### src/rtl/bin2bcd_seq.sv
// Sequential double-dabble binary-to-BCD converter, one shift step per clock.
// Latency WIDTH+1 cycles from start to valid; start ignored (not queued) while busy.
module bin2bcd_seq #(
  parameter int WIDTH  = 16,
  parameter int DIGITS = 5
) (
  input  logic                  clk,
  input  logic                  rst,
  input  logic                  start,
  input  logic [WIDTH-1:0]      bin,
  output logic                  ready,
  output logic                  valid,
  output logic [DIGITS*4-1:0]   bcd,
  output logic [DIGITS-1:0]     blank,
  output logic                  overflow
);

  localparam int CW = (WIDTH > 1) ? $clog2(WIDTH) : 1;
  localparam int BW = DIGITS * 4;

  typedef enum logic {IDLE, CONV} state_t;

  state_t           state_q, state_d;
  logic [WIDTH-1:0] sreg;
  logic [BW-1:0]    work;
  logic             acc;
  logic [CW-1:0]    cnt;

  logic             load, step, last;
  logic [BW-1:0]    corr, shifted;
  logic             out_bit;
  logic [DIGITS-1:0] blank_next;
  logic             zero_above;

  // Add-3 correction, then shift; the top bit falling out feeds the overflow flag.
  always_comb begin
    corr = work;
    for (int k = 0; k < DIGITS; k++) begin
      if (work[4*k +: 4] >= 4'd5)
        corr[4*k +: 4] = work[4*k +: 4] + 4'd3;
    end
    shifted = {corr[BW-2:0], sreg[WIDTH-1]};
    out_bit = corr[BW-1];
  end

  always_comb begin
    blank_next = '0;
    zero_above = 1'b1;
    for (int k = DIGITS - 1; k >= 1; k--) begin
      zero_above    = zero_above & (shifted[4*k +: 4] == 4'd0);
      blank_next[k] = zero_above;
    end
  end

  always_ff @(posedge clk or posedge rst) begin
    if (rst) state_q <= IDLE;
    else     state_q <= state_d;
  end

  always_comb begin
    state_d = state_q;
    ready   = 1'b0;
    load    = 1'b0;
    step    = 1'b0;
    last    = 1'b0;
    case (state_q)
      IDLE: begin
        ready = 1'b1;
        if (start) begin
          load    = 1'b1;
          state_d = CONV;
        end
      end
      CONV: begin
        step = 1'b1;
        if (cnt == '0) begin
          last    = 1'b1;
          state_d = IDLE;
        end
      end
      default: state_d = IDLE;
    endcase
  end

  always_ff @(posedge clk or posedge rst) begin
    if (rst) begin
      sreg     <= '0;
      work     <= '0;
      acc      <= 1'b0;
      cnt      <= '0;
      valid    <= 1'b0;
      bcd      <= '0;
      overflow <= 1'b0;
      blank    <= ~DIGITS'(1);
    end else begin
      valid <= 1'b0;
      if (load) begin
        sreg <= bin;
        work <= '0;
        acc  <= 1'b0;
        cnt  <= CW'(WIDTH - 1);
      end else if (step) begin
        sreg <= sreg << 1;
        work <= shifted;
        acc  <= acc | out_bit;
        cnt  <= cnt - CW'(1);
        if (last) begin
          bcd      <= shifted;
          overflow <= acc | out_bit;
          blank    <= blank_next;
          valid    <= 1'b1;
        end
      end
    end
  end

endmodule

### config.mk
export PLATFORM = sky130hd
export DESIGN_NAME = bin2bcd_seq
export DESIGN_NICKNAME = d
export VERILOG_FILES = /design/src/rtl/bin2bcd_seq.sv
export SDC_FILE = /design/constraint.sdc
export NUM_CORES = 1
export LEC_CHECK = 0
export ABC_AREA = 1
export CAP_MARGIN = 20
export CELL_PAD_IN_SITES_DETAIL_PLACEMENT = 1
export CELL_PAD_IN_SITES_GLOBAL_PLACEMENT = 1
export CORE_ASPECT_RATIO = 0.7
export CORE_MARGIN = 3
export CORE_UTILIZATION = 41
export CTS_CLUSTER_SIZE = 12
export DETAILED_ROUTE_END_ITERATION = 6
export PLACE_DENSITY_LB_ADDON = 0.1
export SETUP_SLACK_MARGIN = 0.2
export SLEW_MARGIN = 10
export SYNTH_ARGS = -nofsm -noshare
export SYNTH_HDL_FRONTEND = slang
export SYNTH_SLANG_ARGS = --single-unit
### constraint.sdc
create_clock -name clk -period 2.65 [get_ports clk]
set_input_delay 0.53 -clock clk [delete_from_list [all_inputs] [get_ports clk]]
set_output_delay 0.53 -clock clk [all_outputs]
set_load 0.005 [all_outputs]
==> results.ini <==
[final_layout]
fin_util_pct = 54.2
layout.nets = 441
drive_gt1_share_pct = 11.6
antenna_cells = 0
nFillCells = 904
final_cell_area_mm2 = 0.00408
regArea_mm2 = 0.00171
syn_to_final_growth_pct = 24.3
multi_input_area_mm2 = 0.00133

[detailed_routing]
ant_nets = 0
vias_per_cell = 5.22
drc = 0
wirelength_mm = 8.33
wl_per_cell_um = 16.2
vias = 2680
drtIter0Drc = 104
drtPass1Iterations = 4

[synthesis]
yosys-top-cells-area = dfrtp_1 (49%), nand2_1 (11%), ha_1 (4.6%)
syn-num-nets = 395
yosysUniqueCellTypes = 29
synth_most_common_cell = nand2_1
ys.flop_type = dfrtp_1
synth_warnings = 0
synth_edf_count = 0
synth_top_cell_area_share_pct = 48.8
async_reset_ff_share_pct = 100
synth_top_area_cell = dfrtp_1
syn_avg_cell_area_um2 = 9.01
seq_area_frac_synth_pct = 52.0
syn_inst = 364
synth-seq-cells = 68
syn-cell-area_mm2 = 0.00328
synth_commonest_cells = nand2_1 (95), dfrtp_1 (64), inv_1 (35)

[floorplan]
die_w_um = 113
dieArea_mm2 = 0.00912
rows = 26
start_util_pct = 43.6
die_h_um = 80.8
design.core.area_mm2 = 0.00751
io_pins = 47

[global_routing]
grt_pass1_vias = 2757
grt_use_total_pct = 19.5
grt_pass1_wl_mm = 14.0
grt_max_degree = 69
grt-ovfl-total = 0
antenna_found_initial = 0

[critical_path]
cp.arrival_ps = 1360
path_class = flop to primary output
cp_data_required_time_ps = 2120
crit_fanout = 2
cp-start-kind = flop
cp-end-kind = primary output

[timing]
setup_viol = 0
fin_ws_ps = 761
maxSlewHeadroom_pct = 60.8
period_needed_ps = 1890
period_share_pct = 71.3
setup_tns_ps = 0
hold_viol = 0
clock_skew_ps = 5.97
drv_slew = 0
rsz0062_at_grt = false
worst_pin_slew_ps = 586
fmax_mhz = 529

[power]
power_mw = 5.43
ir_worst_vdd_v = 0.000579
p_per_area_mw_per_mm2 = 1330
p_leak_nw = 1.87

[clock_tree]
path_clk_slew_ps = 50
cts_hold_buf = 0
clk_latency_ps = 330
cts_setup_buffers = 0
htreeDepth = 3
cts_resized = 0
root_buffer = clkbuf_16
cts_tree = yes
cts.sinks = 68
cts_buffer_depth = 2
cts_buffers = 9

[flow_run]
max_cap_violations = 0

[placed_design]
dp_hpwl_mm = 5.85
placed_cell_area_mm2 = 0.00381
place.port_buffers = 45
gp_congestion = 0.861
dp_slack_ps = 664

[status]
outcome = completed

[hold_path]
worstHoldPathType = flop to flop

## critical path, cell delays in order, from the launching register on
cell and delay [ps]:
dfrtp_1 380, inv_1 130, clkdlybuf4s50_1 520
## path summary, 6_finish.rpt
check,start,end,slack [ps],cells after the start
max reg2reg,work[4],blank[1],1000,10
max in group asynchronous,rst,blank[2],1700,3
min reg2reg,blank[2],blank[2],470,2
max,state_q,ready,760,2
min,blank[2],blank[2],470,2
min in group asynchronous,rst,work[15],600,3
## metrics by stage
stage | std cells | hold slack [ps]
after detailed placement | 497 | 460
after global placement | 497 | 459
after CTS | 513 | 470
after global routing | 513 | 499
final | 513 | 467
after floorplan | 364 | 455
## routing by layer
layer / up-vias / GRT usage (%) / part of all wire (%)
li1: 1298 / - / -
met1: 1328 / 26.9 / 49
met2: 45 / 31.4 / 46
met3: 9 / 4.10 / 3.4
met4: 0 / 5.40 / 0.92
met5: - / 0 / 0
## sequential cells by signal (all words and copies together), names as in the netlist
register and cells:
work 20, sreg 16, bcd 20, acc 1, cnt 4, blank 4
valid 1, overflow 1, state_q 1
## final cells by class
cell class / instances / area share [%]
Multi-Input combinational cell: 240 / 32.7
Tap cell: 98 / 3.01
Inverter: 42 / 3.87
Clock buffer: 16 / 6.42
Timing Repair Buffer: 49 / 12.1
Sequential cell: 68 / 41.9
## logic make-up after synthesis
family                     count (synthesis)  synth area share, %
adders and majority gates                 12                 4.58
AOI/OAI and AO/OA                         73                 13.7
and+or+nand+nor                          152                 21.8
buffers and inverters                     56                 7.29
DFF                                       68                 52.0
other                                      1                0.114
xor gates and xnor gates                   2                0.534
## power breakdown
group,leakage (nW),internal (mW),switching (mW)
clock,0.125,0.661,0.410
sequential,0.839,1.51,0.273
combinational,0.910,1.01,1.58
## cells in the final DEF (no fill, tap or decap), drive strengths merged
cell type	synthesis	layout
buf	14	4
a21boi	1	1
clkdlybuf4s50	0	45
nand3	17	17
o22ai	19	19
clkbuf	0	16
o221ai	5	5
inv	42	42
o21ai	37	37
and2	3	3
a21oi	2	2
xor2	2	2
conb	1	1
nand2	104	104
ha	12	12
nor2	19	19
dfrtp	64	64
dfstp	4	4
a22oi	1	1
nand4	9	9
o211ai	8	8
No activity file was read; power rests on OpenSTA's default activity.
